===== src/rtl/sh_mem_port_pkg.sv =====
// Shared definitions for the shared-memory core port: bus widths, enable
// encodings, port FSM states and the buffered request record.
package sh_mem_port_pkg;

  // Address layout is {bank id, word address}; the port treats it as opaque.
  localparam int ADDR_SIZE = 8;
  localparam int REG_SIZE  = 8;

  localparam logic [1:0] MEM_EN_IDLE  = 2'b00;
  localparam logic [1:0] MEM_EN_READ  = 2'b01;
  localparam logic [1:0] MEM_EN_WRITE = 2'b10;

  typedef enum logic [1:0] {
    ST_IDLE = 2'd0,
    ST_REQ  = 2'd1,
    ST_RESP = 2'd2
  } port_state_t;

  typedef struct packed {
    logic                 we;
    logic [ADDR_SIZE-1:0] addr;
    logic [REG_SIZE-1:0]  wr_data;
  } port_req_t;

  localparam int REQ_W = $bits(port_req_t);

  // Bus enable code for a buffered request.
  function automatic logic [1:0] mem_enable_for(input logic we);
    return we ? MEM_EN_WRITE : MEM_EN_READ;
  endfunction

endpackage


===== src/rtl/sh_mem_port_fifo.sv =====
// Synchronous request buffer: power-of-two depth, head entry visible
// combinationally, simultaneous push and pop keep the occupancy unchanged.
module sh_mem_port_fifo #(
  parameter int FIFO_DEPTH = 2,
  parameter int WIDTH      = 8
) (
  input  logic             clk,
  input  logic             reset,
  input  logic             push,
  input  logic [WIDTH-1:0] push_data,
  input  logic             pop,
  output logic             full,
  output logic             empty,
  output logic [WIDTH-1:0] head
);

  localparam int PTR_W = (FIFO_DEPTH > 1) ? $clog2(FIFO_DEPTH) : 1;
  localparam int CNT_W = $clog2(FIFO_DEPTH + 1);

  logic [WIDTH-1:0] storage [FIFO_DEPTH];
  logic [PTR_W-1:0] wr_ptr;
  logic [PTR_W-1:0] rd_ptr;
  logic [CNT_W-1:0] count;
  logic             do_push;
  logic             do_pop;

  assign full    = (count == CNT_W'(FIFO_DEPTH));
  assign empty   = (count == '0);
  assign do_push = push && !full;
  assign do_pop  = pop && !empty;
  assign head    = storage[rd_ptr];

  // Pointers and occupancy; pointers wrap naturally because the depth is a power of two.
  always_ff @(posedge clk) begin
    if (reset) begin
      wr_ptr <= '0;
      rd_ptr <= '0;
      count  <= '0;
    end else begin
      if (do_push) wr_ptr <= wr_ptr + PTR_W'(1);
      if (do_pop)  rd_ptr <= rd_ptr + PTR_W'(1);
      case ({do_push, do_pop})
        2'b10:   count <= count + CNT_W'(1);
        2'b01:   count <= count - CNT_W'(1);
        default: count <= count;
      endcase
    end
  end

  // Entry storage carries data only, so it is written without reset.
  always_ff @(posedge clk) begin
    if (do_push) storage[wr_ptr] <= push_data;
  end

endmodule


===== src/rtl/sh_mem_port.sv =====
// One core's port onto the shared-memory buses: buffers core requests,
// presents the oldest one on this core's bus slice until the memory grants
// it, then returns a one-cycle response in request order.
module sh_mem_port
  import sh_mem_port_pkg::*;
#(
  parameter int CORE_ID    = 0,
  parameter int FIFO_DEPTH = 2
) (
  input  logic                 clk,
  input  logic                 reset,
  input  logic                 core_req_valid,
  input  logic                 core_req_we,
  input  logic [ADDR_SIZE-1:0] core_addr,
  input  logic [REG_SIZE-1:0]  core_wr_data,
  output logic                 core_req_ready,
  output logic                 core_resp_valid,
  output logic [REG_SIZE-1:0]  core_rd_data,
  output logic [1:0]           mem_enable,
  output logic [ADDR_SIZE-1:0] mem_addr,
  output logic [REG_SIZE-1:0]  mem_wr_data,
  input  logic                 mem_ready,
  input  logic [REG_SIZE-1:0]  mem_rd_data
);

  // Reject configurations the pointer arithmetic cannot support.
  if (FIFO_DEPTH < 2 || (FIFO_DEPTH & (FIFO_DEPTH - 1)) != 0 || CORE_ID < 0) begin : g_bad_param
    $error("sh_mem_port: FIFO_DEPTH must be a power of two >= 2 and CORE_ID >= 0");
  end

  port_state_t         state_q;
  port_state_t         state_d;
  port_req_t           push_req;
  port_req_t           head_req;
  logic [REQ_W-1:0]    head_bits;
  logic                fifo_full;
  logic                fifo_empty;
  logic                push;
  logic                pop;
  logic [REG_SIZE-1:0] rd_data_p1;

  assign push_req = '{we: core_req_we, addr: core_addr, wr_data: core_wr_data};
  assign head_req = port_req_t'(head_bits);

  // Readiness comes from occupancy alone, never from core_req_valid.
  assign core_req_ready = !fifo_full;
  assign push           = core_req_valid && core_req_ready;

  sh_mem_port_fifo #(
    .FIFO_DEPTH (FIFO_DEPTH),
    .WIDTH      (REQ_W)
  ) u_fifo (
    .clk       (clk),
    .reset     (reset),
    .push      (push),
    .push_data (push_req),
    .pop       (pop),
    .full      (fifo_full),
    .empty     (fifo_empty),
    .head      (head_bits)
  );

  // FSM state register; reset drops any outstanding request.
  always_ff @(posedge clk) begin
    if (reset) state_q <= ST_IDLE;
    else       state_q <= state_d;
  end

  // Next state and head pop; mem_ready only matters while a request is on the bus.
  always_comb begin
    state_d = state_q;
    pop     = 1'b0;
    case (state_q)
      ST_IDLE: if (!fifo_empty) state_d = ST_REQ;
      ST_REQ: begin
        if (mem_ready) begin
          pop     = 1'b1;
          state_d = ST_RESP;
        end
      end
      ST_RESP: state_d = ST_IDLE;
      default: state_d = ST_IDLE;
    endcase
  end

  // Capture the granted read word; a granted write responds with zero.
  always_ff @(posedge clk) begin
    if (reset) begin
      rd_data_p1 <= '0;
    end else if (state_q == ST_REQ && mem_ready) begin
      rd_data_p1 <= head_req.we ? '0 : mem_rd_data;
    end
  end

  // Bus slice is driven purely from registered state and the FIFO head, so
  // it stays constant for the whole grant wait and is idle outside REQ.
  always_comb begin
    mem_enable      = MEM_EN_IDLE;
    mem_addr        = '0;
    mem_wr_data     = '0;
    core_resp_valid = 1'b0;
    core_rd_data    = '0;
    if (state_q == ST_REQ) begin
      mem_enable  = mem_enable_for(head_req.we);
      mem_addr    = head_req.addr;
      mem_wr_data = head_req.wr_data;
    end
    if (state_q == ST_RESP) begin
      core_resp_valid = 1'b1;
      core_rd_data    = rd_data_p1;
    end
  end

endmodule


===== config.mk =====
export PLATFORM = sky130hd
export DESIGN_NAME = sh_mem_port
export DESIGN_NICKNAME = d
export VERILOG_FILES = /design/src/rtl/sh_mem_port_pkg.sv /design/src/rtl/sh_mem_port_fifo.sv /design/src/rtl/sh_mem_port.sv
export SDC_FILE = /design/constraint.sdc
export NUM_CORES = 1
export LEC_CHECK = 0
export ABC_AREA = 1
export CAP_MARGIN = 25
export CORE_UTILIZATION = 30
export DETAILED_ROUTE_END_ITERATION = 12
export SLEW_MARGIN = 20
export SYNTH_ARGS = -nofsm -noshare
export SYNTH_HDL_FRONTEND = slang
export SYNTH_SLANG_ARGS = --single-unit

===== constraint.sdc =====
create_clock -name clk -period 2.5 [get_ports clk]
set_clock_uncertainty 0.2 [all_clocks]
set_input_delay 0.375 -clock clk [delete_from_list [all_inputs] [get_ports clk]]
set_output_delay 0.375 -clock clk [all_outputs]
set_load 0.01 [all_outputs]

==> summary.txt <==
Outcome
  • Run status: finished with violations
  • Violations in the final reports: design-rule violations

Min path
  • Worst Hold Path Cells: 2
  • Min-Delay Path Class: register to register

Yosys
  • Syn nets: 234
  • Number of warnings printed during yosys synthesis: 0
  • Synthesized area per cell: ~10 um2
  • Synth top area cells: sky130_fd_sc_hd__edfxtp_1, sky130_fd_sc_hd__dfxtp_1, sky130_fd_sc_hd__nand2_1
  • Unique cell type count in the Yosys netlist: 22
  • Synthesized netlist cell count: 204
  • Flops & latches, synth: 49
  • Proportion of synthesized chip area in sequential cells: 64.1%
  • Area share of the leading cell type in the synthesized netlist: about 50%
  • Post-synthesis cell area: roughly 0.0021 mm2
  • Cell taking the most area after synthesis: sky130_fd_sc_hd__edfxtp_1

Clocking
  • Clock buffers created by TritonCTS: 5
  • TritonCTS sink count: 49
  • CTS Root Cell: sky130_fd_sc_hd__clkbuf_8
  • Clock latency at the later pin of the worst-skew pair: 0.29 ns
  • Maximum level of the CTS H-tree: 2
  • Clock tree from TritonCTS: yes
  • Reg clk slew, reported paths: 0.08 ns
  • Number of buffers added to fix hold violations after cts: 0
  • Bufs on Longest Clock Path: 2

Critical path
  • Arrival @ worst endpoint: 1.77 ns
  • Critical register-to-register path startpoint: u_fifo.count[0]
  • Launching element type of the critical path: register
  • Critical Path Sink Type: output port
  • R2R Setup Slk: 0.79 ns
  • Worst Reg-to-Reg Cells: 7
  • CP required: 1.92 ns
  • Maximum fanout count along the critical path: 18
  • Type of the worst setup path: register to output port
  • Crit path launch: state_q[0]
  • Critical path endpoint: mem_addr[7]
  • RR Endpoint: u_fifo.count[1]

Timing
  • Final hold violation count: 0
  • Tcrit/Tclk final: ~94%
  • Final slew viol count: 0
  • Total negative slack: 0 ns
  • Fmax: 427 MHz
  • Final worst path period need: 2.34 ns
  • Slew of the pin with the lowest slew margin: ~0.26 ns
  • Unrepaired setup endpoints after global routing: no
  • Relative slew slack: 82.4%
  • Final number of setup-violating endpoints: 0

Layout
  • Antenna diode count: 0
  • Fraction of the core area covered by cells at the end of the flow: 43.7%
  • Area grow syn2layout: 37.5%
  • Total number of nets in the final design: between 200 and 300
  • Proportion of layout cells with a drive suffix above 1: 12.6%
  • Post-route cell area: ~0.0028 mm2

GRT
  • Antenna violations before repair: 0
  • Wire length of the first global-routing pass: 6510 um
  • Global-route total usage across every layer: 11.8%
  • Via count of the first global-routing pass: around 1,400
  • Leftover overflow at the end of global routing: 0
  • Pin count of the biggest net entering global routing: 19

Floorplan
  • Floorplan row count: 29
  • Die Height: 84.9 um
  • Starting Density: 31.7%
  • Total Die Area: 0.00721 mm2
  • Die outline width: between 80 and 90 um
  • Top Ports: 57
  • Floorplan core area: 0.00649 mm2

Drt
  • # DRC: 5
  • WL/cell: 11.5 um
  • WL final: 3990 um
  • Number of detailed-routing iterations run before antenna repair: 8
  • Remaining number of nets flagged by the antenna check after routing: 0
  • Via total after detailed routing: 1,520
  • Number of DRC markers after the initial detailed-route iteration: 72
  • Via-per-instance ratio: 4.39

Placement
  • Post-place instance area: 0.00272 mm2
  • Final Wtd Congestion: 0.696
  • Hpwl dp: between 2000 and 3000 um
  • # port buffers: 56

Power
  • Ratio of total power to cell area: ~680 mW/mm2
  • P_leak: 0.00104 uW
  • Worst-case vdd ir drop: roughly 0.26 mV

Job
  • Maxcap violations: 0
[placed cells by master (no fill, tap or decap)]
master / count
sky130_fd_sc_hd__a21oi_1: 20
sky130_fd_sc_hd__a21oi_2: 9
sky130_fd_sc_hd__buf_4: 7
sky130_fd_sc_hd__bufinv_16: 1
sky130_fd_sc_hd__clkbuf_1: 1
sky130_fd_sc_hd__clkbuf_8: 5
sky130_fd_sc_hd__clkdlybuf4s50_1: 56
sky130_fd_sc_hd__clkinv_1: 1
sky130_fd_sc_hd__dfxtp_1: 15
sky130_fd_sc_hd__edfxtp_1: 34
sky130_fd_sc_hd__ha_1: 1
sky130_fd_sc_hd__inv_1: 23
sky130_fd_sc_hd__inv_2: 1
sky130_fd_sc_hd__inv_4: 2
sky130_fd_sc_hd__nand2_1: 56
sky130_fd_sc_hd__nand2_2: 2
sky130_fd_sc_hd__nand3_1: 11
sky130_fd_sc_hd__nand3_2: 1
sky130_fd_sc_hd__nor2_1: 16
sky130_fd_sc_hd__nor2_2: 3
sky130_fd_sc_hd__nor2_4: 2
sky130_fd_sc_hd__or2_2: 1
sky130_fd_sc_hd__xor2_1: 1
[critical path, cell delays in order, from the launching register on]
cell and delay [ns]:
sky130_fd_sc_hd__dfxtp_1 0.41, sky130_fd_sc_hd__inv_2 0.07, sky130_fd_sc_hd__nor2_4 0.14, sky130_fd_sc_hd__inv_4 0.12
sky130_fd_sc_hd__a21oi_1 0.17, sky130_fd_sc_hd__clkdlybuf4s50_1 0.56
[logic make-up (layout without fill, tap and decap cells)]
logic type,count (synthesis),count (layout),share of synthesized area (%)
buffers and inverters,32,97,7.28
XOR/XNOR,1,1,0.425
flip-flops,49,49,64.1
adder cells (fa/ha/maj),1,1,0.607
AO/OA/AOI/OAI,29,29,8.68
AND/OR/NAND/NOR,92,92,18.9
[synth_stat cells, drive strengths merged]
cell    count
clkbuf      1
a21oi      29
edfxtp     34
or2         1
nand3      12
nand2      58
xor2        1
buf         5
inv        25
ha          1
clkinv      1
dfxtp      15
nor2       21
[power by group]
group	internal, uW	switching, uW
Clock	295	242
Combinational	198	224
Sequential	940	28.9
[flip-flops by register name, indices dropped and copies added, names as in the netlist, named ones only]
signal          cells
u_fifo.storage     34
rd_data_p1          8
state_q             2
u_fifo.count        2
u_fifo.rd_ptr       1
u_fifo.wr_ptr       1
[cell type report]
| type | instances | area, um2 |
|---|---|---|
| multi-input combinational | 123 | 596 |
| timing repair buffer | 63 | 613 |
| tap | 77 | 96.3 |
| inverter | 26 | 103 |
| clock buffer | 6 | 72.6 |
| sequential | 49 | 1320 |
| fill | 624 | 3660 |
| clock inverter | 2 | 33.8 |
[through the flow]
stage	hold WS (ns)	std cells	worst slack [ns]	total power [uW]
after floorplan	0.239	204	0.500	1220
after global placement	0.252	337	0.373	1400
after detailed placement	0.254	337	0.347	1410
after CTS	0.268	346	0.0224	1960
after global routing	0.282	346	0.00251	2030
final	0.266	346	0.160	1930
[how the worst min path moves through the flow]
stage,from,slack [ns],end
4_1_cts,rd_data_p1[0],0.27,rd_data_p1[0]
5_1_grt,rd_data_p1[5],0.28,rd_data_p1[5]
3_5_place_dp,rd_data_p1[0],0.25,rd_data_p1[0]
6_report,rd_data_p1[2],0.27,rd_data_p1[2]
3_3_place_gp,rd_data_p1[0],0.25,rd_data_p1[0]
2_1_floorplan,rd_data_p1[0],0.24,rd_data_p1[0]
[timing repair]
item,in CTS,in global routing
pin swaps,1,0
buffers inserted,1,0
gates resized for setup,0,1
setup endpoints to repair,1,1
[routing by layer]
layer  routed length, um  GRT usage (%)  share of wire, %
met1                1790           14.6                45
met4                  70           5.08               1.8
met3                 236           3.02               5.9
met5                   0              0                 0
met2                1890           19.4                47
Note: power is estimated with default switching activity, not from simulation.
